<file path="src/rtl/shifter_pkg.sv">
// Shared types and helpers for the pipelined barrel shifter.
package shifter_pkg;

  typedef enum logic [2:0] {
    MODE_SRL   = 3'b000,
    MODE_SRA   = 3'b001,
    MODE_SLL   = 3'b010,
    MODE_SLA   = 3'b011,
    MODE_ROR   = 3'b100,
    MODE_ROL   = 3'b101,
    MODE_PASS  = 3'b110,
    MODE_PASS2 = 3'b111
  } shift_mode_t;

  // Ceiling log2; only ever evaluated on constants.
  function automatic int log2(input int value);
    int r;
    r = 0;
    for (int i = 0; i < 31; i++) begin
      if ((1 << i) < value) r = i + 1;
    end
    return r;
  endfunction

  function automatic logic is_left(input shift_mode_t m);
    return (m == MODE_SLL) || (m == MODE_SLA) || (m == MODE_ROL);
  endfunction

  function automatic logic is_rotate(input shift_mode_t m);
    return (m == MODE_ROR) || (m == MODE_ROL);
  endfunction

endpackage

</file>
<file path="src/rtl/shifter_stage.sv">
// One right-shift level by SHIFT bits, followed by its pipeline register.
module shifter_stage
  import shifter_pkg::*;
#(
  parameter int WIDTH = 32,
  parameter int SHIFT = 1,
  localparam int SW  = log2(WIDTH),
  localparam int BIT = log2(SHIFT)
) (
  input  logic             clk,
  input  logic             rst_n,
  input  logic             advance,
  input  logic             flush,
  input  logic             prev_valid,
  input  logic [WIDTH-1:0] prev_data,
  input  shift_mode_t      prev_mode,
  input  logic [SW-1:0]    prev_shamt,
  input  logic             prev_fill,
  output logic             valid,
  output logic [WIDTH-1:0] data,
  output shift_mode_t      mode,
  output logic [SW-1:0]    shamt,
  output logic             fill
);

  logic [WIDTH-1:0] shifted;

  always_comb begin
    shifted = prev_data;
    if (prev_shamt[BIT]) begin
      if (is_rotate(prev_mode))
        shifted = {prev_data[SHIFT-1:0], prev_data[WIDTH-1:SHIFT]};
      else
        shifted = {{SHIFT{prev_fill}}, prev_data[WIDTH-1:SHIFT]};
    end
  end

  // Only the valid bit is reset/flushed; payload just follows advance.
  always_ff @(posedge clk) begin
    if (!rst_n) begin
      valid <= 1'b0;
    end else if (flush) begin
      valid <= 1'b0;
    end else if (advance) begin
      valid <= prev_valid;
      data  <= shifted;
      mode  <= prev_mode;
      shamt <= prev_shamt;
      fill  <= prev_fill;
    end
  end

endmodule

</file>
<file path="src/rtl/shifter_pipe.sv">
// Pipelined barrel shifter: left modes are bit-reversed around a shared
// right-shift datapath, one register per shift level, MSB level first.
module shifter_pipe
  import shifter_pkg::*;
#(
  parameter int WIDTH = 32,
  localparam int STAGES = log2(WIDTH)
) (
  input  logic              clk,
  input  logic              rst_n,
  input  logic              in_valid,
  output logic              in_ready,
  input  logic [WIDTH-1:0]  in_data,
  input  logic [STAGES-1:0] in_shamt,
  input  shift_mode_t       in_mode,
  input  logic              flush,
  output logic              out_valid,
  input  logic              out_ready,
  output logic [WIDTH-1:0]  out_data
);

  logic              advance;
  logic              e_valid;
  logic [WIDTH-1:0]  e_data;
  logic [STAGES-1:0] e_shamt;
  logic              e_fill;
  logic [WIDTH-1:0]  exit_data;

  logic              s_valid [0:STAGES];
  logic [WIDTH-1:0]  s_data  [0:STAGES];
  shift_mode_t       s_mode  [0:STAGES];
  logic [STAGES-1:0] s_shamt [0:STAGES];
  logic              s_fill  [0:STAGES];

  assign out_valid = rst_n && s_valid[STAGES];
  assign advance   = !out_valid || out_ready;
  assign in_ready  = rst_n && !flush && advance;

  always_comb begin
    e_valid = in_valid && in_ready;
    e_fill  = (in_mode == MODE_SRA) && in_data[WIDTH-1];
    e_shamt = in_shamt;
    if ((in_mode == MODE_PASS) || (in_mode == MODE_PASS2)) e_shamt = '0;
    e_data = in_data;
    if (is_left(in_mode)) begin
      for (int i = 0; i < WIDTH; i++) e_data[i] = in_data[WIDTH-1-i];
    end
  end

  assign s_valid[0] = e_valid;
  assign s_data[0]  = e_data;
  assign s_mode[0]  = in_mode;
  assign s_shamt[0] = e_shamt;
  assign s_fill[0]  = e_fill;

  for (genvar k = 0; k < STAGES; k++) begin : g_stage
    shifter_stage #(
      .WIDTH (WIDTH),
      .SHIFT (1 << (STAGES - 1 - k))
    ) u_stage (
      .clk        (clk),
      .rst_n      (rst_n),
      .advance    (advance),
      .flush      (flush),
      .prev_valid (s_valid[k]),
      .prev_data  (s_data[k]),
      .prev_mode  (s_mode[k]),
      .prev_shamt (s_shamt[k]),
      .prev_fill  (s_fill[k]),
      .valid      (s_valid[k+1]),
      .data       (s_data[k+1]),
      .mode       (s_mode[k+1]),
      .shamt      (s_shamt[k+1]),
      .fill       (s_fill[k+1])
    );
  end

  // The last stage's shamt/fill have no consumer.
  logic unused_tail;
  assign unused_tail = ^{s_shamt[STAGES], s_fill[STAGES]};

  always_comb begin
    exit_data = s_data[STAGES];
    if (is_left(s_mode[STAGES])) begin
      for (int i = 0; i < WIDTH; i++) exit_data[i] = s_data[STAGES][WIDTH-1-i];
    end
    out_data = out_valid ? exit_data : '0;
  end

endmodule

</file>
<file path="config.mk">
export PLATFORM = sky130hd
export DESIGN_NAME = shifter_pipe
export DESIGN_NICKNAME = d
export VERILOG_FILES = /design/src/rtl/shifter_pkg.sv /design/src/rtl/shifter_stage.sv /design/src/rtl/shifter_pipe.sv
export SDC_FILE = /design/constraint.sdc
export NUM_CORES = 1
export LEC_CHECK = 0
export CAP_MARGIN = 20
export CELL_PAD_IN_SITES_DETAIL_PLACEMENT = 2
export CELL_PAD_IN_SITES_GLOBAL_PLACEMENT = 2
export CORE_MARGIN = 5
export CORE_UTILIZATION = 36
export DETAILED_ROUTE_END_ITERATION = 10
export GPL_TIMING_DRIVEN = 1
export PLACE_DENSITY = 0.8
export SYNTH_ARGS = -nofsm -noshare
export SYNTH_HDL_FRONTEND = slang
export SYNTH_SLANG_ARGS = --single-unit
</file>
<file path="constraint.sdc">
create_clock -name clk -period 40.9 [get_ports clk]
set_input_delay 8.18 -clock clk [delete_from_list [all_inputs] [get_ports clk]]
set_output_delay 8.18 -clock clk [all_outputs]
set_load 0.03 [all_outputs]
</file>
==> reports/results.txt <==
result of the run = complete, no violations
logic gate share of total power = 8.4%
number of I/O pins = 79
pin count of the biggest net entering global routing = 86
Starting Density = 36.7%
clock latency reported for the late side of the worst-skew pair = 0.43 ns
clk root buf = clkbuf_16
Req. time, crit path = 32.72 ns
total internal power = 357 uW
Final Wtd Congestion = 0.738
width of the die = 168 um
unrepaired setup endpoints after global routing = false
Crit-path slowest cell = clkdlybuf4s50_1
area of all placed cells without fillers = 0.0108 sq mm
setup-violating endpoint count in the final report = 0
synthesized net count = 673
HPWL after DPL = 14100 um
total of warnings raised by yosys = 0
antenna cell count = 0
syn_area_per_cell = 14.3 sq um
Crit Reg-Reg Endpoint = g_stage[0].u_stage.data[29]$_DFFE_PP_
switching power = 92.2 uW
number of I/O port buffers = 78
Unique masters post-synth = 32
Antenna Nets Post-Route = 0
final setup margin = 22.33 ns
Sw Share = 20.5%
maximum buffer depth of the clock tree = 2
minimum clock period = 18.57 ns
ratio of cells with drive above 1 in the final layout = 25.4%
startpoint of the most critical setup path = rst_n
Crit path top cell by count = clkdlybuf4s50_1
Total Routing Usage GR = 13.9%
CTS tree = built
Detailed Routing Iterations Pass 1 = 4
final cell utilization of the core = 43.9%
Fillers = 2372
Area growth, synth to finish = 19.8%
setup clock skew after layout = 0.0121 ns
Core Area = 0.0245 sq mm
number of hold buffers added after CTS = 0
main area contributors after synthesis = edfxtp_1 (63%), mux2_2 (16%), nand2_1 (4.5%)
worst hold path class = reg2reg
post-route setup TNS = 0 ns
final number of max-transition violations = 0
floorplan row count = 57
DRC marker count from the first detailed-route iteration = 173
post-route fraction of the period consumed by the critical path = 45.4%
wire length of the first global-routing pass = 31700 um
internal reg-to-reg setup slack = 37.49 ns
reported leakage power = 3.58 nW
number of vias per cell = 5.09
via count = 5260
number of gates resized after cts = 0
Die ar. = 0.0282 sq mm
flop and latch count out of synthesis = 194
area of the mapped netlist = 0.00897 sq mm
length in cells of the worst reg-to-reg path = 4
Die Y = 168 um
Largest stage delay, worst path = 0.83 ns
H-tree Lvls = 4
sequential power share = 52.6%
leading cell type in the layout, fill and taps excluded = edfxtp_1
number of global-route vias before repair = 5748
TritonCTS Buffers = 17
category of the worst setup path launch point = input port
worst slew slack as a fraction of its limit = 29.5%
peak clock frequency supported by timing = 53.8 MHz
clock power share = 39.0%
maximum resistive drop on vdd = 0.0289 mV
max-capacitance violation count = 0
nature of the critical path endpoint = primary output
logic depth of the worst path, buffers included = 4
global-route congestion overflow total = 0
initial antenna violation count = 0
post-placement worst setup slack = 22.29 ns
total buffers and inverters traversed by the critical path = 2
end of the critical path = in_ready
post-synth top area share = 63.2%
cell type with the highest aggregate area in the netlist = edfxtp_1
transition time of the tightest slew-check pin = 1.06 ns
routed length per instance = 18.7 um
reg2reg start = g_stage[4].u_stage.valid$_SDFFE_PP0P_
NumNets Final = 741
Total Routed Length = 19300 um
critical path class = in2out
placed instance area = 0.0100 sq mm
register clock-pin slew on the reported worst setup and hold paths = 0.06 ns
cell family with the largest share of critical-path delay = buffers and inverters
data arrival at the endpoint of the critical path = 10.39 ns
share of the yosys chip area belonging to registers = 64.4%
sinks on the clock net = 194
power density of the placed cells = 41.8 mW/mm^2
commonest cells after routing, fill and taps aside = edfxtp_1 (189), mux2_2 (128), nand2_1 (107)
worst-path fanout max = 34
number of post-CTS setup repair buffers = 0
number of instances in the synthesized netlist = 628
Cell Chain, Critical Path = clkdlybuf4s50_1, nand2b_1, nor2_4, clkdlybuf4s50_1
number of hold violations in the final report = 0
DRC = 0
-- synth_stat cells --
master / instances
mux2_2: 128
buf_1: 6
a21oi_1: 66
nor2b_4: 1
buf_6: 4
o21a_1: 1
a31oi_1: 30
nand3b_1: 2
a21oi_2: 1
and2_1: 4
and3_1: 1
nor2b_1: 3
buf_2: 1
clkinv_1: 1
a21boi_0: 2
mux2i_1: 1
a21o_1: 1
mux4_2: 11
a21boi_2: 1
a21boi_1: 1
o21ai_0: 1
buf_8: 1
nand2_1: 107
o21ai_1: 2
nor2_1: 19
inv_1: 4
nand2b_1: 3
mux4_1: 5
buf_4: 1
dfxtp_1: 5
edfxtp_1: 189
clkbuf_1: 25
-- logic make-up (layout without fill, tap and decap cells) --
family | Yosys count | in the layout | share of synthesized area [%]
flops | 194 | 194 | 64.4
mux | 145 | 145 | 20.4
simple gates | 140 | 140 | 6.36
compound gates | 106 | 106 | 6.58
buf+inv | 43 | 124 | 2.31
-- sequential cells by signal, summed over array words and instances (netlist names) --
register,count
g_stage.u_stage.shamt,10
g_stage.u_stage.data,160
g_stage.u_stage.valid,5
g_stage.u_stage.fill,4
g_stage.u_stage.mode,15
-- stage by stage --
step	power (mW)	instances	hold slack (ns)
global route	0.469	1033	0.438
floorplan	0.265	628	0.400
global placement	0.274	995	0.407
finish	0.449	1033	0.422
detailed placement	0.277	995	0.410
CTS	0.454	1027	0.426
-- power by group through the flow --
stage          Sequential, mW  Combinational (mW)  Clock (mW)
6_report                0.236              0.0378       0.175
5_1_grt                 0.237              0.0415       0.191
4_1_cts                 0.237              0.0367       0.180
3_5_place_dp            0.241              0.0361           0
3_3_place_gp            0.240              0.0339           0
2_1_floorplan           0.239              0.0258           0
-- per-layer routing --
metal | GRT usage [%] | part of all wire, %
met1 | 16.1 | 41
met2 | 25.1 | 52
met3 | 3.56 | 3.9
met4 | 4.80 | 2.5
met5 | 0 | 0
-- how the worst min path moves through the flow --
stage / start / to / cells after the start / slack (ns)
floorplan: g_stage[0].u_stage.mode[0]$_DFFE_PP_ / g_stage[1].u_stage.mode[0]$_DFFE_PP_ / 0 / 0.40
global placement: g_stage[0].u_stage.shamt[1]$_SDFFCE_PP0P_ / g_stage[1].u_stage.shamt[1]$_DFFE_PP_ / 0 / 0.41
detailed placement: g_stage[0].u_stage.mode[0]$_DFFE_PP_ / g_stage[1].u_stage.mode[0]$_DFFE_PP_ / 0 / 0.41
CTS: g_stage[0].u_stage.mode[0]$_DFFE_PP_ / g_stage[1].u_stage.mode[0]$_DFFE_PP_ / 0 / 0.43
global route: g_stage[1].u_stage.shamt[1]$_DFFE_PP_ / g_stage[2].u_stage.shamt[1]$_DFFE_PP_ / 0 / 0.44
finish: g_stage[0].u_stage.shamt[1]$_SDFFCE_PP0P_ / g_stage[1].u_stage.shamt[1]$_DFFE_PP_ / 0 / 0.42
-- cell type report --
cell class                      count  area, sq um  area share (%)
Sequential cell                   194         5780            53.7
Multi-Input combinational cell    391         3000            27.9
Timing Repair Buffer               87          923            8.59
Clock buffer                       20          437            4.06
Tap cell                          324          405            3.77
Clock inverter                     12          188            1.75
Inverter                            5         18.8           0.175
(Power assumes the default switching activity.)
